==> src/rtl/cpu_mem_if.sv <==
// Request/acknowledge data-memory bus between the MEM pipeline stage (master)
// and the data memory (slave).
interface cpu_mem_if;
    logic        dmem_req;
    logic        dmem_we;
    logic [29:0] dmem_addr;
    logic [3:0]  dmem_be;
    logic [31:0] dmem_wdata;
    logic [31:0] dmem_rdata;
    logic        dmem_ack;

    modport master (
        output dmem_req,
        output dmem_we,
        output dmem_addr,
        output dmem_be,
        output dmem_wdata,
        input  dmem_rdata,
        input  dmem_ack
    );

    modport slave (
        input  dmem_req,
        input  dmem_we,
        input  dmem_addr,
        input  dmem_be,
        input  dmem_wdata,
        output dmem_rdata,
        output dmem_ack
    );
endinterface

==> src/rtl/cpu_mem.sv <==
// Pipeline MEM stage: byte/half/word loads and stores over a req/ack bus,
// upstream stall while an access is outstanding, and the WB-bound result latch.
module cpu_mem #(
    parameter int unsigned TIMEOUT_CYCLES = 255
) (
    input  logic             clk,
    input  logic             clr,
    input  logic [31:0]      current_pc_ex,
    input  logic [31:0]      ins_ex,
    input  logic             mem_read_ex,
    input  logic             mem_write_ex,
    input  logic [1:0]       mem_size_ex,
    input  logic             mem_sign_ex,
    input  logic [31:0]      alu_result,
    input  logic [31:0]      reg_read2_data_ex,
    input  logic             reg_write_en,
    input  logic [4:0]       reg_write_num,
    input  logic [31:0]      reg_write_data,
    cpu_mem_if.master        dmem,
    output logic             stall,
    output logic [31:0]      current_pc_mem,
    output logic [31:0]      ins_mem,
    output logic             reg_write_en_mem,
    output logic [4:0]       reg_write_num_mem,
    output logic [31:0]      reg_write_data_mem,
    output logic             mem_exc,
    output logic [1:0]       mem_exc_code,
    output logic [31:0]      mem_badvaddr
);

    typedef enum logic {
        IDLE = 1'b0,
        BUSY = 1'b1
    } state_e;

    localparam logic [15:0] TIMEOUT_LAST = 16'(TIMEOUT_CYCLES - 1);
    localparam logic [1:0]  EXC_MISALIGN = 2'b01;
    localparam logic [1:0]  EXC_TIMEOUT  = 2'b10;

    state_e      state_q, state_d;
    logic [15:0] cnt_q, cnt_d;

    // Access captured on entry to BUSY; the bus is driven only from these.
    logic [31:0] addr_q, addr_d;
    logic [3:0]  be_q, be_d;
    logic [31:0] wdata_q, wdata_d;
    logic        we_q, we_d;
    logic [1:0]  size_q, size_d;
    logic        sign_q, sign_d;
    logic        wen_q, wen_d;
    logic [4:0]  wnum_q, wnum_d;

    logic [31:0] pc_mem_q, pc_mem_d;
    logic [31:0] ins_mem_q, ins_mem_d;
    logic        wen_mem_q, wen_mem_d;
    logic [4:0]  wnum_mem_q, wnum_mem_d;
    logic [31:0] wdata_mem_q, wdata_mem_d;
    logic        exc_q, exc_d;
    logic [1:0]  exc_code_q, exc_code_d;
    logic [31:0] badvaddr_q, badvaddr_d;

    logic        access;
    logic        aligned;
    logic        ack_done;
    logic        timeout_hit;
    logic [3:0]  store_be;
    logic [31:0] store_wdata;
    logic [7:0]  load_byte;
    logic [15:0] load_half;
    logic [31:0] load_data;

    always_comb begin
        access = mem_read_ex | mem_write_ex;

        unique case (mem_size_ex)
            2'b00:   aligned = 1'b1;
            2'b01:   aligned = ~alu_result[0];
            default: aligned = (alu_result[1:0] == 2'b00);
        endcase

        unique case (mem_size_ex)
            2'b00: begin
                store_be    = 4'b0001 << alu_result[1:0];
                store_wdata = {4{reg_read2_data_ex[7:0]}};
            end
            2'b01: begin
                store_be    = alu_result[1] ? 4'b1100 : 4'b0011;
                store_wdata = {2{reg_read2_data_ex[15:0]}};
            end
            default: begin
                store_be    = 4'b1111;
                store_wdata = reg_read2_data_ex;
            end
        endcase

        // Reads always fetch the whole word; the lane is picked on return.
        if (!mem_write_ex) begin
            store_be    = 4'b1111;
            store_wdata = 32'h0;
        end
    end

    always_comb begin
        load_byte = dmem.dmem_rdata[{addr_q[1:0], 3'b000} +: 8];
        load_half = addr_q[1] ? dmem.dmem_rdata[31:16] : dmem.dmem_rdata[15:0];

        unique case (size_q)
            2'b00:   load_data = {{24{sign_q & load_byte[7]}}, load_byte};
            2'b01:   load_data = {{16{sign_q & load_half[15]}}, load_half};
            default: load_data = dmem.dmem_rdata;
        endcase

        ack_done    = (state_q == BUSY) && dmem.dmem_ack;
        timeout_hit = (state_q == BUSY) && !dmem.dmem_ack && (cnt_q == TIMEOUT_LAST);
    end

    // Next-state logic; an ack on the final counted cycle still completes normally.
    always_comb begin
        state_d = state_q;
        cnt_d   = cnt_q;
        unique case (state_q)
            IDLE: begin
                cnt_d = 16'h0;
                if (access && aligned) begin
                    state_d = BUSY;
                end
            end
            BUSY: begin
                if (ack_done || timeout_hit) begin
                    state_d = IDLE;
                    cnt_d   = 16'h0;
                end else begin
                    cnt_d = cnt_q + 16'h1;
                end
            end
            default: begin
                state_d = IDLE;
                cnt_d   = 16'h0;
            end
        endcase
    end

    always_comb begin
        stall           = 1'b0;
        dmem.dmem_req   = (state_q == BUSY);
        dmem.dmem_we    = we_q;
        dmem.dmem_addr  = addr_q[31:2];
        dmem.dmem_be    = be_q;
        dmem.dmem_wdata = wdata_q;

        addr_d  = addr_q;
        be_d    = be_q;
        wdata_d = wdata_q;
        we_d    = we_q;
        size_d  = size_q;
        sign_d  = sign_q;
        wen_d   = wen_q;
        wnum_d  = wnum_q;

        pc_mem_d    = pc_mem_q;
        ins_mem_d   = ins_mem_q;
        wen_mem_d   = wen_mem_q;
        wnum_mem_d  = wnum_mem_q;
        wdata_mem_d = wdata_mem_q;
        exc_d       = 1'b0;
        exc_code_d  = exc_code_q;
        badvaddr_d  = badvaddr_q;

        unique case (state_q)
            IDLE: begin
                if (!access) begin
                    pc_mem_d    = current_pc_ex;
                    ins_mem_d   = ins_ex;
                    wen_mem_d   = reg_write_en;
                    wnum_mem_d  = reg_write_num;
                    wdata_mem_d = reg_write_data;
                end else if (!aligned) begin
                    pc_mem_d    = current_pc_ex;
                    ins_mem_d   = ins_ex;
                    wen_mem_d   = 1'b0;
                    wnum_mem_d  = 5'd0;
                    wdata_mem_d = 32'h0;
                    exc_d       = 1'b1;
                    exc_code_d  = EXC_MISALIGN;
                    badvaddr_d  = alu_result;
                end else begin
                    stall       = 1'b1;
                    addr_d      = alu_result;
                    be_d        = store_be;
                    wdata_d     = store_wdata;
                    we_d        = mem_write_ex;
                    size_d      = mem_size_ex;
                    sign_d      = mem_sign_ex;
                    wen_d       = reg_write_en;
                    wnum_d      = reg_write_num;
                    pc_mem_d    = current_pc_ex;
                    ins_mem_d   = 32'h0;
                    wen_mem_d   = 1'b0;
                    wnum_mem_d  = 5'd0;
                    wdata_mem_d = 32'h0;
                end
            end
            BUSY: begin
                stall = !dmem.dmem_ack && !timeout_hit;
                if (ack_done) begin
                    pc_mem_d    = current_pc_ex;
                    ins_mem_d   = ins_ex;
                    wen_mem_d   = wen_q;
                    wnum_mem_d  = wnum_q;
                    wdata_mem_d = we_q ? reg_write_data : load_data;
                end else if (timeout_hit) begin
                    pc_mem_d    = current_pc_ex;
                    ins_mem_d   = 32'h0;
                    wen_mem_d   = 1'b0;
                    wnum_mem_d  = 5'd0;
                    wdata_mem_d = 32'h0;
                    exc_d       = 1'b1;
                    exc_code_d  = EXC_TIMEOUT;
                    badvaddr_d  = addr_q;
                end
            end
            default: begin
                stall = 1'b0;
            end
        endcase
    end

    // Synchronous clear also abandons an in-flight access without writeback.
    always_ff @(posedge clk) begin
        if (clr) begin
            state_q     <= IDLE;
            cnt_q       <= 16'h0;
            addr_q      <= 32'h0;
            be_q        <= 4'h0;
            wdata_q     <= 32'h0;
            we_q        <= 1'b0;
            size_q      <= 2'b00;
            sign_q      <= 1'b0;
            wen_q       <= 1'b0;
            wnum_q      <= 5'd0;
            pc_mem_q    <= 32'h0;
            ins_mem_q   <= 32'h0;
            wen_mem_q   <= 1'b0;
            wnum_mem_q  <= 5'd0;
            wdata_mem_q <= 32'h0;
            exc_q       <= 1'b0;
            exc_code_q  <= 2'b00;
            badvaddr_q  <= 32'h0;
        end else begin
            state_q     <= state_d;
            cnt_q       <= cnt_d;
            addr_q      <= addr_d;
            be_q        <= be_d;
            wdata_q     <= wdata_d;
            we_q        <= we_d;
            size_q      <= size_d;
            sign_q      <= sign_d;
            wen_q       <= wen_d;
            wnum_q      <= wnum_d;
            pc_mem_q    <= pc_mem_d;
            ins_mem_q   <= ins_mem_d;
            wen_mem_q   <= wen_mem_d;
            wnum_mem_q  <= wnum_mem_d;
            wdata_mem_q <= wdata_mem_d;
            exc_q       <= exc_d;
            exc_code_q  <= exc_code_d;
            badvaddr_q  <= badvaddr_d;
        end
    end

    assign current_pc_mem     = pc_mem_q;
    assign ins_mem            = ins_mem_q;
    assign reg_write_en_mem   = wen_mem_q;
    assign reg_write_num_mem  = wnum_mem_q;
    assign reg_write_data_mem = wdata_mem_q;
    assign mem_exc            = exc_q;
    assign mem_exc_code       = exc_code_q;
    assign mem_badvaddr       = badvaddr_q;

endmodule
==> src/flat_wrapper.sv <==
// flat-port wrapper written by rule: the top's interface ports become plain ports
module cpu_mem_flat 
#(
    parameter int unsigned TIMEOUT_CYCLES = 255
)
  (clk, clr, current_pc_ex, ins_ex, mem_read_ex, mem_write_ex, mem_size_ex, mem_sign_ex, alu_result, reg_read2_data_ex, reg_write_en, reg_write_num, reg_write_data, stall, current_pc_mem, ins_mem, reg_write_en_mem, reg_write_num_mem, reg_write_data_mem, mem_exc, mem_exc_code, mem_badvaddr, dmem_dmem_req, dmem_dmem_we, dmem_dmem_addr, dmem_dmem_be, dmem_dmem_wdata, dmem_dmem_rdata, dmem_dmem_ack);
  cpu_mem_if dmem_i ();
  input  logic clk;
  input  logic clr;
  input  logic [31:0] current_pc_ex;
  input  logic [31:0] ins_ex;
  input  logic mem_read_ex;
  input  logic mem_write_ex;
  input  logic [1:0] mem_size_ex;
  input  logic mem_sign_ex;
  input  logic [31:0] alu_result;
  input  logic [31:0] reg_read2_data_ex;
  input  logic reg_write_en;
  input  logic [4:0] reg_write_num;
  input  logic [31:0] reg_write_data;
  output logic stall;
  output logic [31:0] current_pc_mem;
  output logic [31:0] ins_mem;
  output logic reg_write_en_mem;
  output logic [4:0] reg_write_num_mem;
  output logic [31:0] reg_write_data_mem;
  output logic mem_exc;
  output logic [1:0] mem_exc_code;
  output logic [31:0] mem_badvaddr;
  output wire logic [$bits(dmem_i.dmem_req)-1:0] dmem_dmem_req;
  output wire logic [$bits(dmem_i.dmem_we)-1:0] dmem_dmem_we;
  output wire logic [$bits(dmem_i.dmem_addr)-1:0] dmem_dmem_addr;
  output wire logic [$bits(dmem_i.dmem_be)-1:0] dmem_dmem_be;
  output wire logic [$bits(dmem_i.dmem_wdata)-1:0] dmem_dmem_wdata;
  input wire logic [$bits(dmem_i.dmem_rdata)-1:0] dmem_dmem_rdata;
  input wire logic [$bits(dmem_i.dmem_ack)-1:0] dmem_dmem_ack;
  assign dmem_dmem_req = dmem_i.dmem_req;
  assign dmem_dmem_we = dmem_i.dmem_we;
  assign dmem_dmem_addr = dmem_i.dmem_addr;
  assign dmem_dmem_be = dmem_i.dmem_be;
  assign dmem_dmem_wdata = dmem_i.dmem_wdata;
  assign dmem_i.dmem_rdata = dmem_dmem_rdata;
  assign dmem_i.dmem_ack = dmem_dmem_ack;
  cpu_mem #(.TIMEOUT_CYCLES(TIMEOUT_CYCLES)) u_core (.clk(clk), .clr(clr), .current_pc_ex(current_pc_ex), .ins_ex(ins_ex), .mem_read_ex(mem_read_ex), .mem_write_ex(mem_write_ex), .mem_size_ex(mem_size_ex), .mem_sign_ex(mem_sign_ex), .alu_result(alu_result), .reg_read2_data_ex(reg_read2_data_ex), .reg_write_en(reg_write_en), .reg_write_num(reg_write_num), .reg_write_data(reg_write_data), .dmem(dmem_i), .stall(stall), .current_pc_mem(current_pc_mem), .ins_mem(ins_mem), .reg_write_en_mem(reg_write_en_mem), .reg_write_num_mem(reg_write_num_mem), .reg_write_data_mem(reg_write_data_mem), .mem_exc(mem_exc), .mem_exc_code(mem_exc_code), .mem_badvaddr(mem_badvaddr));
endmodule
==> config.mk <==
export PLATFORM = sky130hd
export DESIGN_NAME = cpu_mem_flat
export DESIGN_NICKNAME = d
export VERILOG_FILES = /design/src/rtl/cpu_mem_if.sv /design/src/rtl/cpu_mem.sv /design/src/flat_wrapper.sv
export SDC_FILE = /design/constraint.sdc
export NUM_CORES = 1
export LEC_CHECK = 0
export CORE_AREA = 4 4 167 169
export DETAILED_ROUTE_END_ITERATION = 8
export DIE_AREA = 0 0 171 173
export PLACE_DENSITY = 0.75
export SKIP_CTS_REPAIR_TIMING = 1
export SYNTH_ARGS = -nofsm -noshare
export SYNTH_HDL_FRONTEND = slang
export SYNTH_SLANG_ARGS = --single-unit
==> constraint.sdc <==
create_clock -name clk -period 1.7 [get_ports clk]
set_input_delay 0.17 -clock clk [delete_from_list [all_inputs] [get_ports clk]]
set_output_delay 0.17 -clock clk [all_outputs]
set_load 0.005 [all_outputs]
==> summary.md, run 1 <==
By instance count, the cell type seen most on the critical path is sky130_fd_sc_hd__nand2_1. The run gives 1770 ps as the data arrival at the endpoint of the critical path. The global routing usage summed across all routing layers was 0.239; the worst endpoint required time was 1530 ps.

The tools report the number of nets in the layout as 1763. The standby leakage power was 6.06 nW. For this run, the leading register cell type out of synthesis is sky130_fd_sc_hd__dfxtp_1.

The fraction of the mapped netlist area in compound gates works out to 0.239. After synthesis, the largest family of logic cells by area is compound AO/OA/AOI/OAI gates. The die is 171 um wide. Fraction of layout cells with a size suffix above 1: 0.187. Simple logic cell fraction of the synthesized area: 0.151. For this design the ratio of total power to cell area is 868 nW/um^2. Entering global routing, the biggest net connects 107 pins.

The run gives 0 as the remaining routing DRC violations. The relative max-transition margin is 0.567, and the final clock period utilization by the worst path is 1.14. The HPWL reported at the end of detailed placement was 27500 um.

The vias per cell was 5.62; the Yosys warning count was 0. Buffers placed on the I/O ports in this run total 411. The routed wire length per instance was 20.7 um.

The tools report the end of the worst hold path as u_core.sign_q. The run gives 0 as the number of antenna violations at the first check in global routing. The library cell with the highest instance count after synthesis is sky130_fd_sc_hd__dfxtp_1. The multiplexer share of the synthesized area came out at 0.0614. The critical path contains buffers and inverters numbering 2 combined. The routed layout has 10800 vias. The endpoint identified for the worst register-to-register timing path is u_core.reg_write_data_mem[29]. The post-layout utilization of the core came out at 0.631. The number of cells traversed by the worst register-to-register path works out to 10. The flow ran to the end, but the final reports show violations. The core region is 26600 sq um. Of all cell types, the one taking the most synthesized area is sky130_fd_sc_hd__dfxtp_1. The detailed router finished its first iteration with 952 violations. By area the synthesized netlist is led by sky130_fd_sc_hd__dfxtp_1 (46%), sky130_fd_sc_hd__a21oi_1 (5.7%), sky130_fd_sc_hd__mux2i_1 (5.1%), sky130_fd_sc_hd__nand2_1 (4.5%), sky130_fd_sc_hd__o21ai_0 (3.8%). Max-slew violation count: 0. The tools report the share of synthesized area occupied by flip-flops and latches as 0.459. The total overflow left after global routing is 0. For the maximum clock rate, the log shows 516 MHz. On the final layout, the worst hold slack is 190 ps.

The worst hold path was traced through 3 stages. Setup violations remaining at the end of the flow were counted as 106. The origin of the critical flop-to-flop path is u_core.cnt_q[0]. The met3 track utilization from global routing came out at 0.0567. Slowest library cell on the worst path: sky130_fd_sc_hd__dfxtp_2. Synthesis handed over a netlist of 1130 instances. The worst-case IR drop observed on VDD is 0.617 mV.

The worst setup path is captured at an output port. The worst path setup slack after routing is -237 ps, and the vertical extent of the die is 173 um. The CTS H-tree depth was 1. On the worst path, the slowest cell contributes a delay of 320 ps. Sorting the synthesized cells by how often they occur yields sky130_fd_sc_hd__dfxtp_1 (232), sky130_fd_sc_hd__nand2_1 (122), sky130_fd_sc_hd__a21oi_1 (116).

After synthesis the netlist holds a flip-flop and latch count of 232. Largest fanout of any net on the critical path: 3. Worst setup path category: flip-flop to output port. No sink is reached through more buffers than the 3 on the longest clock path. The minimum setup slack among reg-to-reg paths is -180 ps. The class of the tightest hold or removal check was input port to flip-flop.

At the end of routability-driven placement, the weighted congestion stood at 0.825. A synthesized cell averages 8.96 sq um. Traced cell by cell, the critical path runs through inv_2, ha_4, nor4b_4, nand4_1, nand2_1, nand2_1, buf_6. Setup repair after global routing could not meet its margin everywhere. The kind of cell with the highest combined delay on the critical path is simple AND/OR/NAND/NOR gates. The register clock-pin slew on the reported worst setup and hold paths is 60 ps. Async set-reset flop share out of synthesis: 0. The category of the worst setup path launch point is a flip-flop. Fraction of met1 tracks used by global routing: 0.292. For the final hold violation count, the log shows 0. The proportion of netlist area held by the largest area contributor was 0.459. TritonCTS built the clock tree. The clock period minus final worst setup slack works out to 1940 ps. The tools report the total CTS buffers as 27. The multi-input combinational cells in the finished layout cover a total of 5230 sq um.

Routing layer with the top usage in global route: met2. Across the whole layout, storage elements account for 4650 sq um. The run gives 10.9 ps as the maximum clock skew at final layout. The tools report the count of fill cells added during filler insertion as 2149.

The tools report the via count of the first global-routing pass as 10400. The completed layout was analyzed and its total power is 14.6 mW. The number of enable flip-flop cells after synthesis is 0, and the total number of clock tree sinks is 232.

The layout overhead on the synthesized area works out to 65.7%. The tree is rooted in a sky130_fd_sc_hd__clkbuf_16. The detailed-routing iteration count for the pre-antenna-repair pass was 6; the floorplan row count was 60. Clock latency on the worst-skew pair, taken at its later pin, is 540 ps. The first global-routing pass estimated 57600 um of wire. The die covers 29600 sq um.

The slew of the pin with the lowest slew margin was 649 ps; the max capacitance violation total was 0. The checks that failed: negative setup slack. The xor-xnor portion of the synthesized cell area works out to 0.0113. In this run the most critical hold path is launched from mem_sign_ex.

The detail route stage leaves a number of antenna-violating nets equal to 0. For the number of antenna diodes, the log shows 0. Number of nets in the synthesized netlist: 1338. During I/O placement, the number of pins put on the boundary was 412.

Yosys mapped the design onto 61 distinct sky130hd cell types. The logs give 10100 sq um for the synthesized area and 39700 um for the routed wire length. The tools report the global-route track usage on met2 as 0.408. The adder-cell share of the synthesized area was 0.00247.

The initial core utilization is 0.381.
[worst max path at each step]
stage / startpoint / endpoint / slack, ps / cells past startpoint
floorplan: u_core.cnt_q[0] / u_core.mem_badvaddr[22] / -40 / 7
global placement: mem_size_ex[1] / stall / -660 / 5
detailed placement: mem_size_ex[1] / stall / -690 / 5
CTS: u_core.cnt_q[0] / stall / -840 / 7
global route: u_core.cnt_q[0] / stall / -380 / 7
finish: u_core.cnt_q[0] / stall / -240 / 7
[layout make-up]
class | count | area share
clock buffers | 41 | 0.0488
clock inverters | 9 | 0.00500
inverters | 4 | 0.000895
multi-input cells | 754 | 0.312
flip-flops and latches | 232 | 0.277
well taps | 341 | 0.0254
repair buffers | 536 | 0.331
[worst register-to-register path, stage by stage (launching register included)]
cell	delay, ps
sky130_fd_sc_hd__dfxtp_2	320
sky130_fd_sc_hd__inv_2	60
sky130_fd_sc_hd__ha_4	110
sky130_fd_sc_hd__nor4b_4	190
sky130_fd_sc_hd__nand4_1	220
sky130_fd_sc_hd__buf_4	210
sky130_fd_sc_hd__buf_12	140
sky130_fd_sc_hd__buf_12	150
sky130_fd_sc_hd__buf_16	160
sky130_fd_sc_hd__nand3_2	70
sky130_fd_sc_hd__a31oi_1	90
[placed cells by master (no fill, tap or decap), types with 23 or more instances in the layout]
cell type / count
sky130_fd_sc_hd__nand2_1: 122
sky130_fd_sc_hd__a21oi_2: 31
sky130_fd_sc_hd__buf_4: 82
sky130_fd_sc_hd__a211oi_1: 38
sky130_fd_sc_hd__a21oi_1: 85
sky130_fd_sc_hd__o21ai_0: 76
sky130_fd_sc_hd__buf_12: 23
sky130_fd_sc_hd__a22o_1: 40
sky130_fd_sc_hd__nand3_2: 47
sky130_fd_sc_hd__clkdlybuf4s50_1: 407
sky130_fd_sc_hd__nand3_1: 27
sky130_fd_sc_hd__clkbuf_16: 34
sky130_fd_sc_hd__mux2i_1: 52
sky130_fd_sc_hd__dfxtp_1: 227
[metrics by stage]
| stage | worst slack [ps] | std cells | setup TNS, ps | instance area, sq um |
|---|---|---|---|---|
| after global placement | -663 | 1848 | -59840 | 15000 |
| after detailed placement | -689 | 1848 | -68500 | 15000 |
| after global routing | -384 | 1917 | -25010 | 16800 |
| after floorplan | -36.1 | 1130 | -361 | 10100 |
| after CTS | -842 | 1898 | -31620 | 15900 |
| final | -237 | 1917 | -10300 | 16800 |
[metal layers]
| layer | vias up | routed length [um] |
|---|---|---|
| li1 | 4987 | - |
| met1 | 5199 | 15600 |
| met2 | 486 | 19100 |
| met3 | 103 | 3390 |
| met4 | 0 | 1550 |
| met5 | - | 0 |
[cell families (layout without fill, tap and decap cells)]
kind of cell / after synthesis / after routing
compound gates: 373 / 373
flops: 232 / 232
simple gates: 306 / 306
fa+ha+maj: 2 / 2
xor+xnor: 13 / 13
mux: 60 / 60
buf+inv: 144 / 590
[flip-flops by register name, indices dropped and copies added, names as in the netlist]
signal	count
u_core.mem_exc	1
u_core.mem_exc_code	2
u_core.dmem.dmem_req	1
u_core.dmem.dmem_we	1
u_core.sign_q	1
u_core.addr_q	32
u_core.size_q	2
u_core.dmem.dmem_wdata	32
u_core.reg_write_en_mem	1
u_core.current_pc_mem	32
u_core.reg_write_num_mem	5
u_core.wen_q	1
u_core.reg_write_data_mem	32
u_core.cnt_q	16
u_core.wnum_q	5
u_core.ins_mem	32
u_core.dmem.dmem_be	4
u_core.mem_badvaddr	32
[power breakdown]
group	switching (mW)	total, mW	internal, mW	leakage (nW)
clock	2.35	5.82	3.47	0.446
combinational	1.17	2.73	1.56	3.71
sequential	0.223	6.01	5.78	1.91
total	3.74	14.6	10.8	6.06
No activity file was read; power rests on OpenSTA's default activity.
==> inputs of run 2 (changes only) <==
--- a/config.mk
+++ b/config.mk
@@ -8,6 +8,7 @@
 export CORE_AREA = 4 4 167 169
 export DETAILED_ROUTE_END_ITERATION = 8
 export DIE_AREA = 0 0 171 173
+export MAX_ROUTING_LAYER = met4
 export PLACE_DENSITY = 0.75
 export SKIP_CTS_REPAIR_TIMING = 1
 export SYNTH_ARGS = -nofsm -noshare
==> summary.md, run 2 (same netlist as run 1, synthesis figures left out) <==
412 I/O pins were placed. In this run the power density over the cells is 864 nW/um^2. The floorplan die area was 29600 sq um; the register clock-pin slew on the reported worst setup and hold paths was 60 ps. The HPWL reported at the end of detailed placement is 27500 um, and the via count is 10800.

After layout, the design draws a total of 14.6 mW. The relative max-transition margin is 0.550. In the routed layout, each cell is associated on average with a via count of 5.64.

The startpoint identified for the worst register-to-register timing path is u_core.cnt_q[0]. The post-layout utilization of the core was 0.635; the number of nets in the layout was 1763. The floorplan step set the die height to 173 um. The tightest min-delay check is of the input port to flip-flop type. Based on the critical path, the design can be clocked at up to 514 MHz. The accumulated negative setup slack is -9710 ps. For the worst setup path, the data arrival time is 1770 ps.

The worst endpoint required time is 1530 ps, and the largest fanout of any net on the critical path is 3. The tools report the standby leakage power as 6.09 nW. The first global-routing pass estimated 57500 um of wire.

For the global routing usage summed across all routing layers, the log shows 0.246. The insertion delay of the later-clocked pin in the worst-skew pair is 540 ps. In this run the remaining antenna-violating nets after routing total 0.

The die extent in x was 171 um. The detailed-routing iteration count for the pre-antenna-repair pass is 6. The setup path with the least slack is of type flip-flop to output port. The routed wire length per instance works out to 20.9 um. The flow ran to the end, but the final reports show violations. The run gives 1 as the CTS H-tree depth. The clock period minus final worst setup slack was 1940 ps. Leaving out fill and tap cells, the most frequent cell in the layout is sky130_fd_sc_hd__clkdlybuf4s50_1.

The layout overhead on the synthesized area works out to 66.7%. Reg-to-reg endpoint: u_core.reg_write_data_mem[29]. In this run the register-to-register setup slack is -180 ps. In this run the core area contains 60 standard-cell rows. The total number of clock tree sinks is 232, and the number of antenna diodes is 0.

The routed wire length came out at 40100 um. Element type at the critical path end: an output port. On the critical path, the stage with the largest delay is an instance of sky130_fd_sc_hd__dfxtp_2. The path with the worst hold slack has its endpoint at u_core.sign_q. The logs give 27 for the total CTS buffers and 9.41 ps for the maximum clock skew at final layout. Input and output buffers added on the ports amount to 411. The max capacitance violation total was 0. Setup repair after global routing could not meet its margin everywhere. After the first detailed-routing iteration, the DRC count stood at 1010. The worst IR drop on VDD was 0.625 mV; the final hold violation count was 0.

The number of cells traversed by the worst register-to-register path works out to 10. The checks that failed: negative setup slack. The region available for standard cell placement spans 26600 sq um.

The peak per-stage delay on the critical path is 320 ps, and the remaining routing DRC violations is 0. The tools report the initial core utilization as 0.381. STA classifies the critical path startpoint as a flip-flop.

The tree is rooted in a sky130_fd_sc_hd__clkbuf_16. The worst path setup slack after routing was -245 ps. The startpoint identified for the worst hold timing path is mem_sign_ex.

Prior to clock tree synthesis, the placed netlist has a worst setup slack of -689 ps. The most numerous cell type found on the critical path is sky130_fd_sc_hd__nand2_1. The tools report the max-slew violation count as 0.

In the layout the commonest cells are sky130_fd_sc_hd__clkdlybuf4s50_1 (406), sky130_fd_sc_hd__dfxtp_1 (227), sky130_fd_sc_hd__nand2_1 (122), sky130_fd_sc_hd__buf_4 (82), sky130_fd_sc_hd__a21oi_1 (79). TritonCTS built the clock tree. The critical path goes through inv_2, ha_4, nor4b_4, nand4_1, nand2_1, nand2_1, buf_6. The slew of the pin with the lowest slew margin is 675 ps.

Along the worst hold path, the cell count comes to 3. Setup violations remaining at the end of the flow were counted as 86. Entering global routing, the biggest net connects 107 pins. The fraction of layout cells with a size suffix above 1 was 0.192. Summed over all layers, the global routing overflow is 0. Final clock period utilization by the worst path: 1.14.

The logs give 0 for the number of antenna violations at the first check in global routing and 0.838 for the routability congestion estimate. The via count of the first global-routing pass was 10400. The tools report the deepest clock path buffer count as 3.
## run 2: worst max path at each step
stage,startpoint,end,slack [ps]
4_1_cts,u_core.cnt_q[0],stall,-840
2_1_floorplan,u_core.cnt_q[0],u_core.mem_badvaddr[22],-40
3_5_place_dp,mem_size_ex[1],stall,-690
3_3_place_gp,mem_size_ex[1],stall,-660
6_report,u_core.cnt_q[0],stall,-240
5_1_grt,u_core.cnt_q[0],stall,-380
## run 2: critical path: cells and delay by family (launching register included)
kind / cells / cell delay [ps]
and+or+nand+nor: 4 / 620
adders and majority gates: 1 / 110
buffers and inverters: 2 / 180
DFF: 1 / 320
## run 2: cell type report
class | count | area, sq um
Fill cell | 2130 | 9710
Timing Repair Buffer | 536 | 5570
Multi-Input combinational cell | 754 | 5300
Sequential cell | 232 | 4650
Clock buffer | 41 | 818
Tap cell | 341 | 427
Clock inverter | 9 | 83.8
Inverter | 4 | 15.0
## run 2: stage by stage
stage | instances | hold slack (ps) | cell area [sq um]
final | 1917 | 192 | 16900
after CTS | 1898 | -92.3 | 15900
after global routing | 1917 | 205 | 16900
after floorplan | 1130 | 296 | 10100
after global placement | 1848 | 433 | 15000
after detailed placement | 1848 | 444 | 15000
## run 2: power breakdown
part	internal, mW	total [mW]	switching [mW]	leakage [nW]
Combinational	1.57	2.74	1.18	3.74
Sequential	5.78	6.01	0.227	1.91
Clock	3.47	5.82	2.35	0.446
Total	10.8	14.6	3.75	6.09
## run 2: metal layers
layer  wire length (um)  up-vias  GRT usage
li1                   -     4985          -
met1              16000     5218      0.297
met2              19400      508      0.408
met3               3160       93     0.0496
met4               1560        0     0.0865
met5                  0        -          -
